--- src/rtl/per_input_port.sv ---
// Debounced input port with edge flags and level interrupt; PER_INPUT_PORT_IRQ_EN enables IE/irq.
// Pin-to-IN latency DEB_CYCLES+2 clocks; IFG one clock later; no backpressure, reads combinational.
module per_input_port #(
    parameter logic [7:0]  BASE_ADDR  = 8'h02,
    parameter int          N          = 8,
    parameter logic [15:0] DEB_CYCLES = 16'd50000
) (
    input  logic          clk,
    input  logic          rst,
    input  logic [N-1:0]  pins,
    input  logic [7:0]    per_addr,
    input  logic [15:0]   per_din,
    input  logic          per_en,
    input  logic [1:0]    per_we,
    output logic [15:0]   per_dout,
    output logic          irq
);

    localparam logic [15:0] DEB_LAST = DEB_CYCLES - 16'd1;

    logic [N-1:0] sync1;
    logic [N-1:0] sync2;
    logic [N-1:0] deb;
    logic [N-1:0] deb_d;
    logic [N-1:0] ifg;
    logic [N-1:0] ie;
    logic [N-1:0] ies;
    logic [15:0]  cnt [N];

    logic [7:0]   offset;
    logic         hit;
    logic [15:0]  byte_mask;
    logic [N-1:0] wmask;
    logic [N-1:0] wdat;
    logic [N-1:0] ifg_set;
    logic [N-1:0] ifg_clr;
    logic [N-1:0] rdata;
    logic [15:0]  rd_word;
    logic         unused_bits;

    // Two-flop synchroniser on the raw pins
    always_ff @(posedge clk or posedge rst) begin
        if (rst) begin
            sync1 <= '0;
            sync2 <= '0;
        end else begin
            sync1 <= pins;
            sync2 <= sync1;
        end
    end

    always_ff @(posedge clk or posedge rst) begin
        if (rst) begin
            deb <= '0;
            for (int i = 0; i < N; i++) begin
                cnt[i] <= 16'd0;
            end
        end else begin
            for (int i = 0; i < N; i++) begin
                if (sync2[i] != deb[i]) begin
                    if (cnt[i] == DEB_LAST) begin
                        deb[i] <= sync2[i];
                        cnt[i] <= 16'd0;
                    end else begin
                        cnt[i] <= cnt[i] + 16'd1;
                    end
                end else begin
                    cnt[i] <= 16'd0;
                end
            end
        end
    end

    // deb_d lags deb by one clock, so the edge pulse lands the cycle after the change
    always_ff @(posedge clk or posedge rst) begin
        if (rst) begin
            deb_d <= '0;
        end else begin
            deb_d <= deb;
        end
    end

    assign ifg_set = ((deb & ~deb_d) & ~ies) | ((~deb & deb_d) & ies);

    assign offset    = per_addr - BASE_ADDR;
    assign hit       = per_en && (offset[7:2] == 6'd0);
    assign byte_mask = {{8{per_we[1]}}, {8{per_we[0]}}};
    assign wmask     = hit ? byte_mask[N-1:0] : '0;
    assign wdat      = per_din[N-1:0];
    assign ifg_clr   = (offset[1:0] == 2'd1) ? (wdat & wmask) : '0;

    // Set beats clear when both hit the same flag
    always_ff @(posedge clk or posedge rst) begin
        if (rst) begin
            ifg <= '0;
        end else begin
            ifg <= (ifg & ~ifg_clr) | ifg_set;
        end
    end

    always_ff @(posedge clk or posedge rst) begin
        if (rst) begin
            ies <= '0;
        end else if (offset[1:0] == 2'd3) begin
            ies <= (ies & ~wmask) | (wdat & wmask);
        end
    end

`ifdef PER_INPUT_PORT_IRQ_EN
    always_ff @(posedge clk or posedge rst) begin
        if (rst) begin
            ie <= '0;
        end else if (offset[1:0] == 2'd2) begin
            ie <= (ie & ~wmask) | (wdat & wmask);
        end
    end

    always_ff @(posedge clk or posedge rst) begin
        if (rst) begin
            irq <= 1'b0;
        end else begin
            irq <= |(ifg & ie);
        end
    end
`else
    assign ie  = '0;
    assign irq = 1'b0;
`endif

    always_comb begin
        rdata = '0;
        case (offset[1:0])
            2'd0: rdata = deb;
            2'd1: rdata = ifg;
            2'd2: rdata = ie;
            default: rdata = ies;
        endcase
        rd_word = 16'h0000;
        if (hit && (per_we == 2'b00) && !rst) begin
            rd_word[N-1:0] = rdata;
        end
    end

    assign per_dout = rd_word;

    assign unused_bits = ^{per_din, offset};

endmodule
--- config.mk ---
export PLATFORM = sky130hd
export DESIGN_NAME = per_input_port
export DESIGN_NICKNAME = d
export VERILOG_FILES = /design/src/rtl/per_input_port.sv
export SDC_FILE = /design/constraint.sdc
export NUM_CORES = 1
export LEC_CHECK = 0
export ABC_AREA = 1
export BUFFER_PORTS_ARGS = -buffer_cell sky130_fd_sc_hd__buf_2
export CAP_MARGIN = 0
export CELL_PAD_IN_SITES_DETAIL_PLACEMENT = 0
export CELL_PAD_IN_SITES_GLOBAL_PLACEMENT = 1
export CORE_AREA = 2 2 145 147
export CTS_CLUSTER_SIZE = 40
export DETAILED_ROUTE_END_ITERATION = 7
export DIE_AREA = 0 0 147 149
export HOLD_SLACK_MARGIN = 0.05
export PLACE_DENSITY_LB_ADDON = 0.2
export SYNTH_ARGS = -nofsm -noshare
export SYNTH_HDL_FRONTEND = slang
export SYNTH_SLANG_ARGS = --single-unit
export TNS_END_PERCENT = 100
--- constraint.sdc ---
create_clock -name clk -period 6.5 [get_ports clk]
set_clock_uncertainty 0.05 [all_clocks]
set_input_delay 0.325 -clock clk [delete_from_list [all_inputs] [get_ports clk]]
set_output_delay 0.325 -clock clk [all_outputs]
set_load 0.005 [all_outputs]
==> flow_metrics.py <==
metrics = {
    "status": {
        "status": "complete, no violations",
    },
    "pwr": {
        "power_density_nw_per_um2": 215.2,
        "seqPwrFrac": 0.506,
        "leakagePower_nw": 4.493,
        "internal-power_mw": 1.693,
        "sw_frac_of_total": 0.2433,
        "pwr-share-comb": 0.049,
        "power_switching_mw": 0.5444,
        "peakVddDrop_v": 0.0001548,
        "clkPwrFrac": 0.445,
    },
    "floorplanning": {
        "die_area_um2": 21900,
        "die_y_um": 149,
        "ioPinCount": 54,
        "num_rows": 53,
        "coreArea_um2": 20560,
        "fp.dieW_um": 147,
        "start_util": 0.4502,
    },
    "timing": {
        "worstMarginPinSlew_ns": 0.8763,
        "rsz0062_at_grt": "false",
        "fmax_ghz": 0.3862,
        "tns_ns": 0,
        "final-max-slew-violation-count": 0,
        "setup_viol_count_final": 0,
        "relSlewSlack": 0.4158,
        "hold_viol_final": 0,
        "post-route-min-period_ns": 2.590,
        "period_share": 0.3984,
    },
    "critical_path": {
        "r2r-start": "deb[2]$_DFFE_PP0P_",
        "regToRegSetupSlack_ns": 4.85,
        "start_kind": "input port",
        "endpoint": "per_dout[1]",
        "r2r-end": "cnt[86]$_DFF_PP0_",
        "crit_required_ns": 6.12,
        "ff2ff_path_depth": 4,
        "startpoint": "per_addr[1]",
        "cp-end-kind": "primary output",
        "crit_fanout": 14,
        "arrival_ns": 2.21,
        "worstSetupPathType": "input port to primary output",
    },
    "drt": {
        "ant_nets": 0,
        "drt-initial-drc-count": 324,
        "drt_pass1_iterations": 4,
        "viasPerCell": 4.838,
        "vias": 7407,
        "wl_per_cell_um": 12.79,
        "drc_errors": 0,
        "routed_wl_mm": 19.58,
    },
    "place": {
        "port_buffers": 36,
        "gp_congestion": 0.8371,
        "place_inst": 1487,
        "hpwl_mm": 13.95,
    },
    "grt": {
        "grt_max_degree": 109,
        "top_usage_layer": "met2",
        "grt_use_met2": 0.3089,
        "grt_antenna_before_repair": 5,
        "grt_pass1_wl_mm": 34.08,
        "grt_pass1_vias": 7080,
        "grt_util_met3": 0.04465,
        "overflow": 0,
        "grt_use_total": 0.1922,
        "grtUsageMet1": 0.2623,
    },
    "layout": {
        "instances_no_fill": 1531,
        "fin_nets": 1286,
        "synthToLayoutAreaGrowth_pct": 12.34,
        "drive_above_1_share": 0.09338,
    },
    "clock_tree": {
        "cts_setup_buffers": 0,
        "path_clk_slew_ns": 0.06,
        "ctsHtreeMaxLevel": 4,
        "post_cts_resized": 0,
        "clkSinkCount": 176,
        "clock_latency_ns": 0.43,
        "cts_made_buffers": 17,
        "cts_tree": "yes",
        "holdBufCountCts": 9,
        "clk_path_buf_depth": 2,
        "clockRootBuffer": "clkbuf_16",
    },
    "logic_synthesis": {
        "syn-cell-area_um2": 9254,
        "synth-main-ff-cell": "dfrtp_1",
        "yosysUniqueCellTypes": 35,
        "postSynthAreaPerCell_um2": 7.836,
        "synth_edf_count": 0,
        "syn_inst": 1181,
        "synth_seq_cells": 176,
        "synth_warnings": 0,
        "synth_area_leaders": "dfrtp_1 (48%), nor2_1 (9.7%), nand2_1 (9.3%), inv_1 (5.9%), nand3_1 (5.0%)",
        "synth_top_cell_by_area": "dfrtp_1",
        "synth_top_area_frac": 0.4759,
        "seq_area_frac_synth": 0.4759,
        "ys_async_sr_fraction": 1.000,
    },
    "worst_hold_path": {
        "hp-class": "input port to register",
    },
    "job": {
        "cap_violations": 0,
    },
}
## per-stage QoR
stage	hold WS, ns	setup slack (ns)	total power [mW]	utilization	cell area (um2)
detailed placement	0.2847	3.909	1.261	0.4733	9729
floorplan	0.2812	1.351	1.229	-	9284
global route	0.09743	3.762	2.338	0.5055	10390
CTS	0.07497	3.905	2.274	0.5054	10390
finish	0.09384	3.910	2.238	0.5057	10400
global placement	0.2835	3.917	1.260	0.4733	9729
## layout by cell type (no fill, tap or decap), types with 2 or more instances in the layout
master and instances:
nor2_4 2, nand3b_1 3, xor2_1 45, clkinvlp_4 2
clkinv_4 3, buf_2 36, nor3b_1 4, inv_6 5
xnor2_2 2, nor2_1 240, nor3_2 12, dlygate4sd3_1 9
dfrtp_1 176, diode_2 3, inv_2 2, nor2_2 13
ha_1 9, o21ai_0 21, nand4_1 29, clkinv_2 3
nand3_1 92, nor3_1 56, clkbuf_16 17, xnor2_1 20
o22ai_1 6, conb_1 9, or2_2 6, nand2_1 229
inv_1 144, o21bai_1 7, nand2_2 6, a21oi_1 33
## sequential cells by signal, indices dropped and copies added, names as in the netlist, named ones only
signal	count
ifg	8
sync1	8
cnt	128
sync2	8
deb_d	8
deb	8
## area by class of cell
| class | count | area [um2] |
|---|---|---|
| inverters | 148 | 563.0 |
| clock inverters | 14 | 130.1 |
| flip-flops and latches | 176 | 4404 |
| repair buffers | 46 | 277.8 |
| well taps | 275 | 344.1 |
| multi-input cells | 851 | 4230 |
| diodes | 3 | 7.507 |
| fillers | 2040 | 10160 |
| clock buffers | 18 | 439.2 |
## power by group through the flow
stage               sequential (mW)  combinational [mW]  clock, mW
global route                   1.13               0.131       1.07
finish                         1.13               0.110      0.997
CTS                            1.13               0.114       1.03
floorplan                      1.15              0.0810          0
detailed placement             1.15               0.109          0
global placement               1.15               0.108          0
## how the worst min path moves through the flow
stage | startpoint | end | slack, ns | cells past startpoint
floorplan | sync1[0]$_DFF_PP0_ | sync2[0]$_DFF_PP0_ | 0.28 | 0
global placement | sync1[1]$_DFF_PP0_ | sync2[1]$_DFF_PP0_ | 0.28 | 0
detailed placement | sync1[3]$_DFF_PP0_ | sync2[3]$_DFF_PP0_ | 0.28 | 0
CTS | per_din[2] | register | 0.07 | 3
global route | per_din[4] | register | 0.1 | 3
finish | per_din[2] | register | 0.09 | 3
## routing by layer
layer | up-vias | routed length [um]
li1 | 3866 | -
met1 | 3443 | 9584
met2 | 71 | 9043
met3 | 23 | 657
met4 | 4 | 266
met5 | - | 26
## cells by family after synthesis
family | Yosys count | share of synthesized area
and+or+nand+nor | 698 | 0.3367
buffers and inverters | 162 | 0.07017
AOI/OAI and AO/OA | 68 | 0.03962
xor gates and xnor gates | 67 | 0.06504
other | 1 | 0.0004052
adders and majority gates | 9 | 0.01217
DFF | 176 | 0.4759
## cells in the mapped netlist, drive strengths merged (3+ instances only)
master and count:
ha 9, nand3b 3, dfrtp 176, nand2 235, o21ai 21, or2 6, o21bai 7, inv 147
nor3 68, nand3 94, buf 13, nor3b 4, a21oi 33, xor2 45, o22ai 6, xnor2 22
nand4 30, nor2 256
## critical path, cell delays in order
cell and delay [ns]:
buf_2 0.26, inv_2 0.12, ha_1 0.24, inv_1 0.10, nand3_2 0.08, nand2_1 0.42
nand3_4 0.27, nor3_2 0.23, buf_2 0.15
No activity file was read; power rests on OpenSTA's default activity.
